--- config.mk ---
export PLATFORM = sky130hd
export DESIGN_NAME = multicycle_ctrl
export DESIGN_NICKNAME = d
export VERILOG_FILES = /design/src/rtl/multicycle_ctrl_pkg.sv /design/src/rtl/ctrl_next_state.sv /design/src/rtl/multicycle_ctrl.sv
export SDC_FILE = /design/constraint.sdc
export NUM_CORES = 1
export LEC_CHECK = 0
export CAP_MARGIN = 10
export CORE_MARGIN = 8
export CORE_UTILIZATION = 38
export CTS_BUF_LIST = sky130_fd_sc_hd__clkbuf_4 sky130_fd_sc_hd__clkbuf_8
export CTS_CLUSTER_DIAMETER = 80
export DETAILED_ROUTE_END_ITERATION = 10
export GPL_TIMING_DRIVEN = 1
export HOLD_SLACK_MARGIN = 0.05
export PLACE_DENSITY = 0.82
export SLEW_MARGIN = 20
export SYNTH_ARGS = -nofsm -noshare
export SYNTH_HDL_FRONTEND = slang
export SYNTH_SLANG_ARGS = --single-unit
--- constraint.sdc ---
create_clock -name clk -period 1.5 [get_ports clk]
set_clock_uncertainty 0.05 [all_clocks]
set_input_delay 0.3 -clock clk [delete_from_list [all_inputs] [get_ports clk]]
set_output_delay 0.3 -clock clk [all_outputs]
set_load 0.02 [all_outputs]
--- src/rtl/multicycle_ctrl_pkg.sv ---
// rtl/multicycle_ctrl_pkg.sv - shared state, opcode and datapath-select encodings
package multicycle_ctrl_pkg;

  typedef enum logic [3:0] {
    S_FETCH,
    S_DECODE,
    S_MEMADR,
    S_MEMREAD,
    S_MEMWB,
    S_MEMWRITE,
    S_EXECR,
    S_EXECI,
    S_ALUWB,
    S_BRANCH,
    S_JAL,
    S_LUI,
    S_TRAP
  } state_t;

  localparam logic [6:0] OP_LOAD   = 7'b0000011;
  localparam logic [6:0] OP_STORE  = 7'b0100011;
  localparam logic [6:0] OP_RTYPE  = 7'b0110011;
  localparam logic [6:0] OP_ITYPE  = 7'b0010011;
  localparam logic [6:0] OP_BRANCH = 7'b1100011;
  localparam logic [6:0] OP_JAL    = 7'b1101111;
  localparam logic [6:0] OP_LUI    = 7'b0110111;

  localparam logic [1:0] SRC_A_PC    = 2'b00;
  localparam logic [1:0] SRC_A_OLDPC = 2'b01;
  localparam logic [1:0] SRC_A_RS1   = 2'b10;
  localparam logic [1:0] SRC_A_ZERO  = 2'b11;

  localparam logic [1:0] SRC_B_RS2  = 2'b00;
  localparam logic [1:0] SRC_B_IMM  = 2'b01;
  localparam logic [1:0] SRC_B_FOUR = 2'b10;

  localparam logic [1:0] RES_ALUOUT = 2'b00;
  localparam logic [1:0] RES_MDR    = 2'b01;
  localparam logic [1:0] RES_ALU    = 2'b10;

  localparam logic [1:0] ALU_ADD   = 2'b00;
  localparam logic [1:0] ALU_SUB   = 2'b01;
  localparam logic [1:0] ALU_FUNCT = 2'b10;

endpackage

--- src/rtl/ctrl_next_state.sv ---
// rtl/ctrl_next_state.sv - combinational next-state logic of the multicycle controller
module ctrl_next_state
  import multicycle_ctrl_pkg::*;
(
  input  state_t     i_state,
  input  logic [6:0] i_op,
  input  logic       i_mem_ready,
  output state_t     o_next
);

  always_comb begin
    o_next = i_state;
    case (i_state)
      S_FETCH:    o_next = i_mem_ready ? S_DECODE : S_FETCH;
      S_DECODE: begin
        case (i_op)
          OP_LOAD, OP_STORE: o_next = S_MEMADR;
          OP_RTYPE:          o_next = S_EXECR;
          OP_ITYPE:          o_next = S_EXECI;
          OP_BRANCH:         o_next = S_BRANCH;
          OP_JAL:            o_next = S_JAL;
          OP_LUI:            o_next = S_LUI;
          default:           o_next = S_TRAP;
        endcase
      end
      // op is still held in the IR, so it selects load vs store here
      S_MEMADR:   o_next = (i_op == OP_LOAD) ? S_MEMREAD : S_MEMWRITE;
      S_MEMREAD:  o_next = i_mem_ready ? S_MEMWB : S_MEMREAD;
      S_MEMWB:    o_next = S_FETCH;
      S_MEMWRITE: o_next = i_mem_ready ? S_FETCH : S_MEMWRITE;
      S_EXECR:    o_next = S_ALUWB;
      S_EXECI:    o_next = S_ALUWB;
      S_ALUWB:    o_next = S_FETCH;
      S_BRANCH:   o_next = S_FETCH;
      S_JAL:      o_next = S_ALUWB;
      S_LUI:      o_next = S_ALUWB;
      S_TRAP:     o_next = S_TRAP;
      default:    o_next = S_TRAP;
    endcase
  end

endmodule

--- src/rtl/multicycle_ctrl.sv ---
// rtl/multicycle_ctrl.sv - multicycle RV-subset control FSM: state register and output decode
module multicycle_ctrl
  import multicycle_ctrl_pkg::*;
(
  input  logic       clk,
  input  logic       reset,
  input  logic [6:0] op,
  input  logic       take_branch,
  input  logic       mem_ready,
  output logic       pc_write,
  output logic       ir_write,
  output logic       reg_write,
  output logic       mem_write,
  output logic       adr_src,
  output logic [1:0] alu_src_a,
  output logic [1:0] alu_src_b,
  output logic [1:0] result_src,
  output logic [1:0] alu_op,
  output logic       instr_done,
  output logic       illegal
);

  state_t r_state;
  state_t w_next_state;

  ctrl_next_state u_next_state (
    .i_state     (r_state),
    .i_op        (op),
    .i_mem_ready (mem_ready),
    .o_next      (w_next_state)
  );

  always_ff @(posedge clk) begin
    if (reset) r_state <= S_FETCH;
    else       r_state <= w_next_state;
  end

  // Handshake-qualified strobes follow mem_ready/take_branch in the same cycle
  always_comb begin
    pc_write   = 1'b0;
    ir_write   = 1'b0;
    reg_write  = 1'b0;
    mem_write  = 1'b0;
    adr_src    = 1'b0;
    alu_src_a  = SRC_A_PC;
    alu_src_b  = SRC_B_RS2;
    result_src = RES_ALUOUT;
    alu_op     = ALU_ADD;
    instr_done = 1'b0;
    illegal    = 1'b0;
    case (r_state)
      S_FETCH: begin
        alu_src_b  = SRC_B_FOUR;
        result_src = RES_ALU;
        ir_write   = mem_ready;
        pc_write   = mem_ready;
      end
      S_DECODE: begin
        alu_src_a = SRC_A_OLDPC;
        alu_src_b = SRC_B_IMM;
      end
      S_MEMADR: begin
        alu_src_a = SRC_A_RS1;
        alu_src_b = SRC_B_IMM;
      end
      S_MEMREAD: adr_src = 1'b1;
      S_MEMWB: begin
        result_src = RES_MDR;
        reg_write  = 1'b1;
        instr_done = 1'b1;
      end
      S_MEMWRITE: begin
        adr_src    = 1'b1;
        mem_write  = 1'b1;
        instr_done = mem_ready;
      end
      S_EXECR: begin
        alu_src_a = SRC_A_RS1;
        alu_op    = ALU_FUNCT;
      end
      S_EXECI: begin
        alu_src_a = SRC_A_RS1;
        alu_src_b = SRC_B_IMM;
        alu_op    = ALU_FUNCT;
      end
      S_ALUWB: begin
        reg_write  = 1'b1;
        instr_done = 1'b1;
      end
      S_BRANCH: begin
        alu_src_a  = SRC_A_RS1;
        alu_op     = ALU_SUB;
        pc_write   = take_branch;
        instr_done = 1'b1;
      end
      S_JAL: begin
        alu_src_a = SRC_A_OLDPC;
        alu_src_b = SRC_B_FOUR;
        pc_write  = 1'b1;
      end
      S_LUI: begin
        alu_src_a = SRC_A_ZERO;
        alu_src_b = SRC_B_IMM;
      end
      S_TRAP:  illegal = 1'b1;
      default: illegal = 1'b1;
    endcase
  end

endmodule

After elaboration in Yosys (flattened, before gate mapping)
Index checks and enable logic that the tools add are counted.
- register bits: 4
- output and inout bits: 15
- equality and inequality tests: 18
- muxes and demuxes: 17
- reduce and logical (&&, ||, !) cells: 12
- operator list (operator ; count):
    4-bit case mux with 7 select lines ; 1
    4-bit case mux with 6 select lines ; 1
    7-bit by 6-bit equality test with 1-bit output, second input constant ; 3
    4-bit by 3-bit equality test with 1-bit output, second input constant ; 4
    4-bit equality test, second input constant ; 4
    7-bit equality test, second input constant ; 2
    2-bit case mux with 2 select lines ; 3
    12-bit OR reduction ; 1
    2-bit OR reduction ; 6
    4-bit OR reduction ; 3
    3-bit 2-to-1 mux ; 3
    4-bit by 2-bit equality test with 1-bit output, second input constant ; 2
    7-bit by 2-bit equality test with 1-bit output, second input constant ; 1
    7-bit by 5-bit equality test with 1-bit output, second input constant ; 1
    1-bit 2-to-1 mux ; 6
    2-bit case mux with 3 select lines ; 1
    4-bit by 1-bit equality test with 1-bit output, second input constant ; 1
    4-bit zero test ; 1
    1-bit case mux with 3 select lines ; 1
    3-bit OR reduction ; 1
    1-bit case mux with 2 select lines ; 1

Logic depth before layout (Yosys ltp)
- depth in word-level cells: 4
- gate-level depth with buffers: 6

Modules after synthesis
From an unflattened synthesis, not the netlist that was laid out.
- cells, all modules: 83
- area, all modules: 636.9 um2
- by module, submodules not included (module ; instances ; cells each ; area each (um2)):
    multicycle_ctrl ; 1 ; 45 ; 372.9
    ctrl_next_state ; 1 ; 38 ; 264.0

Worst setup path after synthesis
No wires, ideal clock.
- path type: register -> output
- start point: register r_state[1]
- end point: output ir_write
- data arrival time: 1593 ps
- data required time: 1150 ps
- slack: -443 ps
- cell stages (with the launch flop): 4
- cells stage by stage: dfxtp_1 -> clkdlybuf4s15_2 -> nor4_1 -> and2_1
- word-level cells in the longest chain between the ends: 2
- RTL lines (item ; RTL line ; source):
    start: declaration ; multicycle_ctrl.sv:23 ; state_t r_state;
    start signal: assignment ; multicycle_ctrl.sv:35 ; else r_state <= w_next_state;
    4-bit zero test ; multicycle_ctrl.sv:51 ; case (r_state)
    1-bit 2-to-1 mux ; multicycle_ctrl.sv:51 ;
    end: declaration ; multicycle_ctrl.sv:11 ; output logic ir_write,
No other way between the ends.

Worst setup path in the final report
- start point: register r_state[1]
- end point: output pc_write
- word-level cells in the longest chain between the ends: 2
- elaborated cells between the ends (all ways): 4
- RTL lines (item ; RTL line ; source):
    4-bit equality test or 4-bit zero test (tied branches) ; multicycle_ctrl.sv:51 ;
    1-bit case mux with 3 select lines (*) ; multicycle_ctrl.sv:51 ;
    end: declaration ; multicycle_ctrl.sv:10 ; output logic pc_write,
Mark *: on every way between the ends. The rest lies on a longest branch, timed or not.

==> reports/metrics.cfg <==
[timing]
setup_slack_ns=-0.2437
worst_pin_slew_ns=0.2980
timing.fmax_ghz=0.5735
setup_violations=17
slew_violations=0
hold_viol_final=0
fin_crit_ns=1.744
fin_crit_sh=1.162
relSlewSlack=0.7998
rsz0062_at_grt=true

[clocking]
h-tree-depth=1
cts_tree=yes
ctsLongestPathBuffers=2
root_buffer=clkbuf_4
clk_latency_ns=0.25
numCtsBuffers=3
cts.sinks=4
cts.clk_slew.worst_paths_ns=0.03

[synthesis]
synthMuxAreaShare=0.03648
synthSimpleGateAreaFrac=0.3863
avgSynthCellArea_um2=7.025
synthAdderAreaFrac=0
synth_top_family_by_area=simple AND/OR/NAND/NOR gates
ys_seq_area_frac=0.1373
yosysWarnings=0
async_flop_share=0
yosysUniqueCellTypes=40
synth_commonest_cells=nor2_1 (10), nand2b_1 (7), nand2_1 (6), nor3_1 (6), a21oi_1 (5)
synth_flop_cell=dfxtp_1
syn_area_um2=583.1
yosysTopAreaCell=dfxtp_1
synth_nets=94
synth_compound_area_frac=0.2961
yosys.cell_count.top_type=nor2_1
synth-edff-count=0
synth-seq-cells=4
synth-xor-area-share=0.03004
synth_top_area_frac=0.1373
synthTopCellsByArea=dfxtp_1 (14%), nand2b_1 (7.5%), nor2_1 (6.4%)
netlist_instances=83

[grt]
grt-ovfl-total=0
antenna_found_initial=0
grt_usage=0.2081
grt_pass1_wl_um=4678
grt_max_degree=11
first_global_vias=982

[power]
seq_power_share=0.126
p_int_mw=0.7414
cellPowerDensity_nw_per_um2=974.2
switching_share=0.4491
clkPwrFrac=0.109
p_comb_frac=0.766
power_mw=1.346
cellLeakagePower_nw=0.6064
irDropWorstVdd_mv=0.8661
netSwitchingPower_mw=0.6043

[floorplanning]
rows=14
dieArea_um2=3044
initial_core_util=0.3963
die_x_um=55.17
fp.coreArea_um2=1471
pin_count=26
die_h_um=55.17

[worst_hold_path]
min-delay-path-class=in2reg

[setup_path]
cp-end-kind=output pin
worstSetupEndpoint=pc_write
cpMaxStageDelayCell=dfxtp_4
crit_path_cell_trace=buf_6 -> nand3b_1 -> o21ai_2 -> a32oi_2 -> nor2_1 -> buf_4
slowest_delay_ns=0.41
path_class=reg2out
reg2reg_depth=5
r2r_slack_ns=-0.21
cp.arrival_ns=1.39
cp-start-kind=flop
startpoint=r_state[1]
crit_required_ns=1.15
r2r_end=r_state[2]
r2r-start=r_state[0]
critical_path.max_fanout=6

[job]
drv_cap=0

[final_layout]
nets=160
area_delta_synth_final_pct=136.9
drive_gt1_frac=0.7143
fin_util=0.9388
largest_register_ffs=4
largest-register=r_state
reg_top3=r_state: 4 flops
diodes=0

[detailed_routing]
drtIter0Drc=53
routed_wirelength_um=3791
drt-pass1-iter-count=4
avgViaCountPerCell=6.589
via_count=1074
drc=0
wl_per_cell_um=23.26
drtAntennaViolNets=0

[outcome]
status=finished, violations left
violations=negative setup slack

[placement]
gp_congestion=0.8683
dp_hpwl_um=1752
io_buffers=25

[worst min path at each step]
stage          cells after the start          to  slack [ns]       start
6_report                           3  r_state[1]        0.50       op[2]
5_1_grt                            3  r_state[1]        0.51       op[2]
4_1_cts                            3  r_state[1]        0.45       op[2]
3_5_place_dp                       2  r_state[3]        0.62  r_state[2]
3_3_place_gp                       2  r_state[3]        0.63  r_state[2]
2_1_floorplan                      1  r_state[3]        0.33       reset
[kinds of logic after synthesis]
logic type	Yosys count
AND/OR/NAND/NOR	41
AO/OA/AOI/OAI	25
buffers and inverters	9
flip-flops	4
XOR/XNOR	2
multiplexers	2
[layout make-up]
type | instances | area (um^2)
clock buffer | 3 | 22.52
tap | 16 | 20.02
timing repair buffer | 68 | 601.8
sequential | 4 | 95.09
multi-input combinational | 70 | 631.9
inverter | 2 | 10.01
fill | 44 | 90.09
[metal layers]
layer,part of all wire,up-vias,GRT usage
met1,0.36,511,0.2121
met3,0.094,27,0.03743
met4,0.053,0,0.09200
met5,0,-,0
li1,-,446,-
met2,0.49,90,0.3974
[placed cells by master (no fill, tap or decap), types with 2 or more instances in the layout]
cell | Yosys | final
nor2_1 | 10 | 7
nand2_2 | 0 | 2
dfxtp_4 | 0 | 4
buf_4 | 0 | 36
clkdlybuf4s50_1 | 0 | 3
buf_6 | 2 | 20
nand2b_4 | 0 | 5
nor2_4 | 0 | 2
o21ai_0 | 4 | 2
a31oi_1 | 2 | 2
clkbuf_4 | 0 | 3
nor3_2 | 0 | 2
dlygate4sd2_1 | 0 | 4
nor3_1 | 6 | 3
a21oi_2 | 0 | 3
nor4_4 | 0 | 2
or3_4 | 0 | 2
buf_2 | 0 | 3
nand2_1 | 6 | 4
o21ai_2 | 0 | 2
[critical path, delay by kind of cell, from the launching register on]
| family | cells | cell delay, ns |
|---|---|---|
| AO/OA/AOI/OAI | 2 | 0.26 |
| flip-flops | 1 | 0.41 |
| AND/OR/NAND/NOR | 2 | 0.20 |
| buffers and inverters | 2 | 0.28 |
[what timing repair did]
item,CTS,global route
resized for setup,128,28
hold buffers,0,0
setup endpoints to repair,19,18
gates cloned,0,0
setup buffers,6,8
pin swaps,9,11
[per-stage QoR]
step | setup TNS, ns | std cells | cell area, um^2 | setup WS, ns | hold slack [ns]
global route | -2.772 | 163 | 1381 | -0.3159 | 0.5087
finish | -2.192 | 163 | 1381 | -0.2437 | 0.5023
global placement | -7.500 | 148 | 1086 | -0.5973 | 0.6321
CTS | -1.307 | 157 | 1251 | -0.1648 | 0.4516
detailed placement | -7.949 | 148 | 1086 | -0.6193 | 0.6215
floorplan | -0.02955 | 83 | 638.1 | -0.02955 | 0.3293
[power by group through the flow]
stage	Combinational, mW	Sequential [mW]	Clock, mW
after global placement	0.713	0.158	0
after CTS	0.819	0.173	0.146
after global routing	1.07	0.169	0.153
final	1.03	0.169	0.146
after detailed placement	0.737	0.158	0
after floorplan	0.411	0.139	0
(Power assumes the default switching activity.)
